--- config.mk ---
export PLATFORM = sky130hd
export DESIGN_NAME = ex_div_ctrl
export DESIGN_NICKNAME = d
export VERILOG_FILES = /design/src/rtl/ex_div_ctrl.sv
export SDC_FILE = /design/constraint.sdc
export NUM_CORES = 1
export LEC_CHECK = 0
export BUFFER_PORTS_ARGS = -buffer_cell sky130_fd_sc_hd__clkbuf_2
export CAP_MARGIN = 25
export CELL_PAD_IN_SITES_DETAIL_PLACEMENT = 1
export CELL_PAD_IN_SITES_GLOBAL_PLACEMENT = 2
export CORE_UTILIZATION = 20
export CTS_CLUSTER_SIZE = 25
export DETAILED_ROUTE_END_ITERATION = 12
export HOLD_SLACK_MARGIN = 0.08
export PLACE_DENSITY = 0.85
export SLEW_MARGIN = 20
export SYNTH_ARGS = -nofsm -noshare
export SYNTH_HDL_FRONTEND = slang
export SYNTH_SLANG_ARGS = --single-unit
--- constraint.sdc ---
create_clock -name clk -period 1.57 [get_ports clk]
set_clock_uncertainty 0.05 [all_clocks]
set_input_delay 0.157 -clock clk [delete_from_list [all_inputs] [get_ports clk]]
set_output_delay 0.157 -clock clk [all_outputs]
set_load 0.05 [all_outputs]
--- src/rtl/ex_div_ctrl.sv ---
// ex_div_ctrl: issues one operand pair to the signed or unsigned divider IP and holds its result for EX
module ex_div_ctrl #(
  parameter int DW = 32
) (
  input  logic            clk,
  input  logic            reset,
  input  logic            start,
  input  logic            op_signed,
  input  logic            op_rem,
  input  logic [DW-1:0]   src1,
  input  logic [DW-1:0]   src2,
  input  logic            flush,
  input  logic            res_ack,
  output logic [1:0]      s_dvd_tvalid,
  output logic [1:0]      s_dvs_tvalid,
  input  logic [1:0]      s_dvd_tready,
  input  logic [1:0]      s_dvs_tready,
  output logic [DW-1:0]   s_dvd_tdata,
  output logic [DW-1:0]   s_dvs_tdata,
  input  logic [1:0]      m_tvalid,
  input  logic [2*DW-1:0] m_tdata_s,
  input  logic [2*DW-1:0] m_tdata_u,
  output logic            busy,
  output logic            done,
  output logic [DW-1:0]   result
);
  typedef enum logic [2:0] {IDLE, ISSUE, WAIT, DONE, DRAIN} state_t;
  state_t state;
  logic sgn, rem, acc_dvd, acc_dvs, kill;
  logic [DW-1:0] a, b;
  logic [1:0] sel;
  logic hs_dvd, hs_dvs, nd, ns, mv;
  logic [2*DW-1:0] mdata;
  assign sel = sgn ? 2'b10 : 2'b01;
  assign s_dvd_tvalid = (state == ISSUE && !acc_dvd) ? sel : 2'b00;
  assign s_dvs_tvalid = (state == ISSUE && !acc_dvs) ? sel : 2'b00;
  assign s_dvd_tdata = a;
  assign s_dvs_tdata = b;
  assign hs_dvd = |(s_dvd_tvalid & s_dvd_tready);
  assign hs_dvs = |(s_dvs_tvalid & s_dvs_tready);
  assign nd = acc_dvd | hs_dvd;
  assign ns = acc_dvs | hs_dvs;
  assign mv = |(m_tvalid & sel);
  assign mdata = sgn ? m_tdata_s : m_tdata_u;
  assign busy = state == ISSUE || state == WAIT || state == DRAIN;
  assign done = state == DONE;
  always_ff @(posedge clk) begin
    if (reset) begin
      state   <= IDLE;
      sgn     <= 1'b0;
      rem     <= 1'b0;
      a       <= '0;
      b       <= '0;
      acc_dvd <= 1'b0;
      acc_dvs <= 1'b0;
      kill    <= 1'b0;
      result  <= '0;
    end else begin
      case (state)
        IDLE:
          if (start && !flush) begin
            sgn   <= op_signed;
            rem   <= op_rem;
            a     <= src1;
            b     <= src2;
            state <= ISSUE;
          end
        ISSUE:
          if (flush && !nd && !ns) state <= IDLE;
          else if (nd && ns) begin
            state   <= (kill || flush) ? DRAIN : WAIT;
            acc_dvd <= 1'b0;
            acc_dvs <= 1'b0;
            kill    <= 1'b0;
          end else begin
            // a half-issued pair must still complete so the IP stays in step; its dout is drained
            acc_dvd <= nd;
            acc_dvs <= ns;
            kill    <= kill | flush;
          end
        WAIT: begin
          if (mv && !flush) result <= rem ? mdata[DW-1:0] : mdata[2*DW-1:DW];
          if (mv) state <= flush ? IDLE : DONE;
          else if (flush) state <= DRAIN;
        end
        DONE:  if (flush || res_ack) state <= IDLE;
        DRAIN: if (mv) state <= IDLE;
        default: state <= IDLE;
      endcase
    end
  end
endmodule

==> flow_summary.ini <==
[die]
number_of_cell_rows = 55
i_o_pin_count = 307
initial_core_util_pct = 20.42
floorplan.core_area_um2 = 22710
fp.dieH_um = 154.3
floorplan.die.width_um = 154.3
full_die_area_um2 = 23800

[synth]
synthesis.nets = 737
post_synth_and_or_nand_nor_area_fraction_pct = 20.23
combinational_family_with_the_most_area_after_synthesis = simple AND/OR/NAND/NOR gates
ys_warn_count = 0
synth.ff_latch_count = 104
seq_area_frac_synth_pct = 44.89
synth_top_flop_cell = sky130_fd_sc_hd__dfxtp_1
synthAdderAreaFrac_pct = 0
synth_top_cell_area_share_pct = 44.89
syn_area_per_cell_um2 = 8.718
synth_mux_area_share_pct = 16.97
netlist_instances = 532
synth_top_cell_by_area = sky130_fd_sc_hd__dfxtp_1
synth_area_in_xor_xnor_pct = 0.1888
postSynth.asyncResetShare_pct = 0
synth.top_cells.by_count = sky130_fd_sc_hd__nand2_1, sky130_fd_sc_hd__dfxtp_1, sky130_fd_sc_hd__a21oi_1
synth-compound-area-share_pct = 12.73
synth_cell_types = 36
post-synth-top-count-cell = sky130_fd_sc_hd__nand2_1
synth_top_cells_by_area = sky130_fd_sc_hd__dfxtp_1, sky130_fd_sc_hd__nand2_1, sky130_fd_sc_hd__mux4_2, sky130_fd_sc_hd__a21oi_1, sky130_fd_sc_hd__buf_2
synthesis.area_um2 = 4638
number_of_enable_type_register_cells_in_the_synthesized_netlist = 0

[routing]
num_vias = 5699
ant_nets = 0
drt_iter0_markers = 163
routed_wirelength_um = 23260
via_per_inst = 4.592
wl_per_cell_um = 18.74
route.detailed.drc = 0
drt_pass1_iterations = 4

[placement]
number_of_placed_instances_with_taps_included = 1118
portBuffers = 306
dp_hpwl_um = 13590
placement.cell_area_um2 = 6822
globalplace.congestion = 0.7843

[timing]
fmax_ghz = 0.5727
timing.final.ws_setup_ns = -0.1760
unrepaired_setup_endpoints_after_global_routing = true
report.final.hold_viol_count = 0
final_setup_fails = 105
final.setup.tns_ns = -11.76
maxSlewHeadroom_pct = 66.72
tightest_slew_ns = 0.4866
period_minus_slack_ns = 1.746
finalMaxSlewViolations = 0
layout_worst_path_cycle_share_pct = 111.2

[power_and_ir_drop]
intPower_mw = 6.373
power_density_nw_per_um2 = 1039
peakVddDrop_uv = 768.3
fraction_of_power_consumed_by_combinational_cells_pct = 44.4
switching_share_pct = 36.31
leakage_nw = 4.125
power_frac_clock_pct = 25.4
netSwitchingPower_mw = 3.634
power.total_mw = 10.01
sequential_group_share_of_total_power_pct = 30.2

[layout]
fin_area_um2 = 9630
fin_nets = 1156
count_of_non_filler_cells_in_the_finished_layout = 1241
post-route-util_pct = 42.41
ant_diodes = 0
signed_area_change_from_the_synthesized_netlist_to_the_final_layout_pct = 107.6
final_layout_size_suffix_gt1_share_pct = 70.71

[worst_setup_path]
crit_arrival_ns = 1.54
path_cells = nand2b_4 > or2_4 > buf_6 > nor3_4 > buf_8
cp_slowest_stage_delay_ns = 0.36
crit_path_end = s_dvs_tvalid[0]
crit_path_end_kind = output pin
crit_start = state[1]
start_kind = flop
crit_slowest_cell = sky130_fd_sc_hd__dfxtp_4
r2r_slack_ns = -0.17
rr_endpoint = state[0]
criticalPathCategory = flop to output pin
worst-path-max-fanout = 5
r2r-start = state[1]
timing.critical_path.required_ns = 1.36
reg2reg_depth = 6

[clock_network]
cts_inserted_buffers = 9
clkLatencyLatePin_ns = 0.34
cts_tree = yes
clock_sinks = 104
clock_root_cell = sky130_fd_sc_hd__clkbuf_16
clk_path_buf_depth = 2
clock_tree.htree_level_count = 3
worst_setup_hold_path_clk_slew_ns = 0.07

[grt]
via_count_of_the_first_global_routing_pass = 6123
wire_length_of_the_first_global_routing_pass_um = 32500
antenna_violations_before_repair = 2
grt_max_degree = 42
gr-usage-all-layers_pct = 17.67
gr-total-overflow = 0

[status]
failed_checks = negative setup slack
status = complete, but fails checks

[flow_run]
drv_cap = 0

[worst_hold_path]
hold_start = flush
worstHoldPathType = primary input to flop
stage by stage:
| step | hold slack, ns | worst slack (ns) |
|---|---|---|
| after floorplan | 0.2355 | -0.1169 |
| after global placement | 0.3311 | -0.1410 |
| after detailed placement | 0.3367 | -0.1648 |
| after CTS | 0.1211 | -0.2016 |
| after global routing | 0.1893 | -0.2472 |
| final | 0.1607 | -0.1760 |
worst max-delay path, delay by kind of cell, from the launching register on:
kind                   cells  cell delay, ns
buffers and inverters      2            0.31
flip-flops                 1            0.36
AND/OR/NAND/NOR            3            0.52
flip-flops by register name (all words and copies together), names as in the netlist:
register	count
s_dvd_tdata	32
kill	1
s_dvs_tdata	32
acc_dvs	1
state	3
acc_dvd	1
result	32
sgn	1
rem	1
layout by cell type (no fill, tap or decap), types with 2 or more instances in the layout:
master | synthesis | layout
sky130_fd_sc_hd__a21oi_1 | 100 | 14
sky130_fd_sc_hd__a21oi_2 | 0 | 86
sky130_fd_sc_hd__buf_12 | 0 | 18
sky130_fd_sc_hd__buf_16 | 0 | 8
sky130_fd_sc_hd__buf_4 | 0 | 33
sky130_fd_sc_hd__buf_6 | 4 | 17
sky130_fd_sc_hd__buf_8 | 0 | 6
sky130_fd_sc_hd__bufinv_16 | 0 | 2
sky130_fd_sc_hd__clkbuf_16 | 0 | 15
sky130_fd_sc_hd__clkbuf_2 | 0 | 299
sky130_fd_sc_hd__dfxtp_1 | 104 | 100
sky130_fd_sc_hd__dfxtp_4 | 0 | 4
sky130_fd_sc_hd__dlygate4sd3_1 | 0 | 66
sky130_fd_sc_hd__inv_6 | 0 | 2
sky130_fd_sc_hd__mux2_4 | 3 | 3
sky130_fd_sc_hd__mux4_2 | 32 | 32
sky130_fd_sc_hd__nand2_1 | 203 | 78
sky130_fd_sc_hd__nand2_2 | 1 | 59
sky130_fd_sc_hd__nand2_4 | 0 | 67
sky130_fd_sc_hd__nand3_1 | 2 | 2
sky130_fd_sc_hd__nor2_1 | 7 | 3
sky130_fd_sc_hd__nor2_2 | 1 | 2
sky130_fd_sc_hd__nor2_4 | 1 | 4
sky130_fd_sc_hd__nor3_1 | 6 | 4
sky130_fd_sc_hd__nor3_4 | 0 | 2
sky130_fd_sc_hd__nor4_4 | 0 | 2
sky130_fd_sc_hd__or4_4 | 0 | 2
routing by layer:
metal,track usage (%),share of wire [%],vias up
li1,-,-,2658
met5,0,0.095,-
met1,19.31,38,2806
met2,33.35,54,184
met4,6.082,2.7,4
met3,4.007,4.8,47
cell type report:
cell class	count	area (um2)
tap	285	356.6
clock buffer	11	242.7
clock inverter	5	85.08
fill	2589	13080
inverter	2	7.507
sequential	104	2097
timing repair buffer	453	3417
multi-input combinational	381	3425
logic make-up (layout without fill, tap and decap cells):
logic type	Yosys count	after routing
mux	37	37
simple gates	231	231
xor+xnor	1	1
compound gates	112	112
buf+inv	47	471
flops	104	104
timing repair:
| action | CTS | global route |
|---|---|---|
| pin swaps | 45 | 94 |
| gates cloned | 9 | 10 |
| hold endpoints to repair | 66 | 0 |
| resized for setup | 124 | 230 |
| setup endpoints to repair | 107 | 106 |
| setup buffers | 16 | 8 |
| hold buffers | 66 | 0 |
power groups by stage:
stage	combinational, mW	clock [mW]	sequential (mW)
floorplan	1.24	0	3.60
global placement	2.95	0	3.02
detailed placement	2.98	0	3.03
CTS	3.63	2.64	3.00
global route	4.69	2.72	3.05
finish	4.44	2.54	3.02
worst min path at each step:
stage                       to  slack [ns]  cells past startpoint
5_1_grt               state[1]        0.19                      4
2_1_floorplan              sgn        0.24                      2
3_3_place_gp    s_dvs_tdata[2]        0.33                      3
4_1_cts               state[1]        0.12                      4
3_5_place_dp   s_dvd_tdata[21]        0.34                      3
6_report              state[1]        0.16                      4
(Power assumes the default switching activity.)
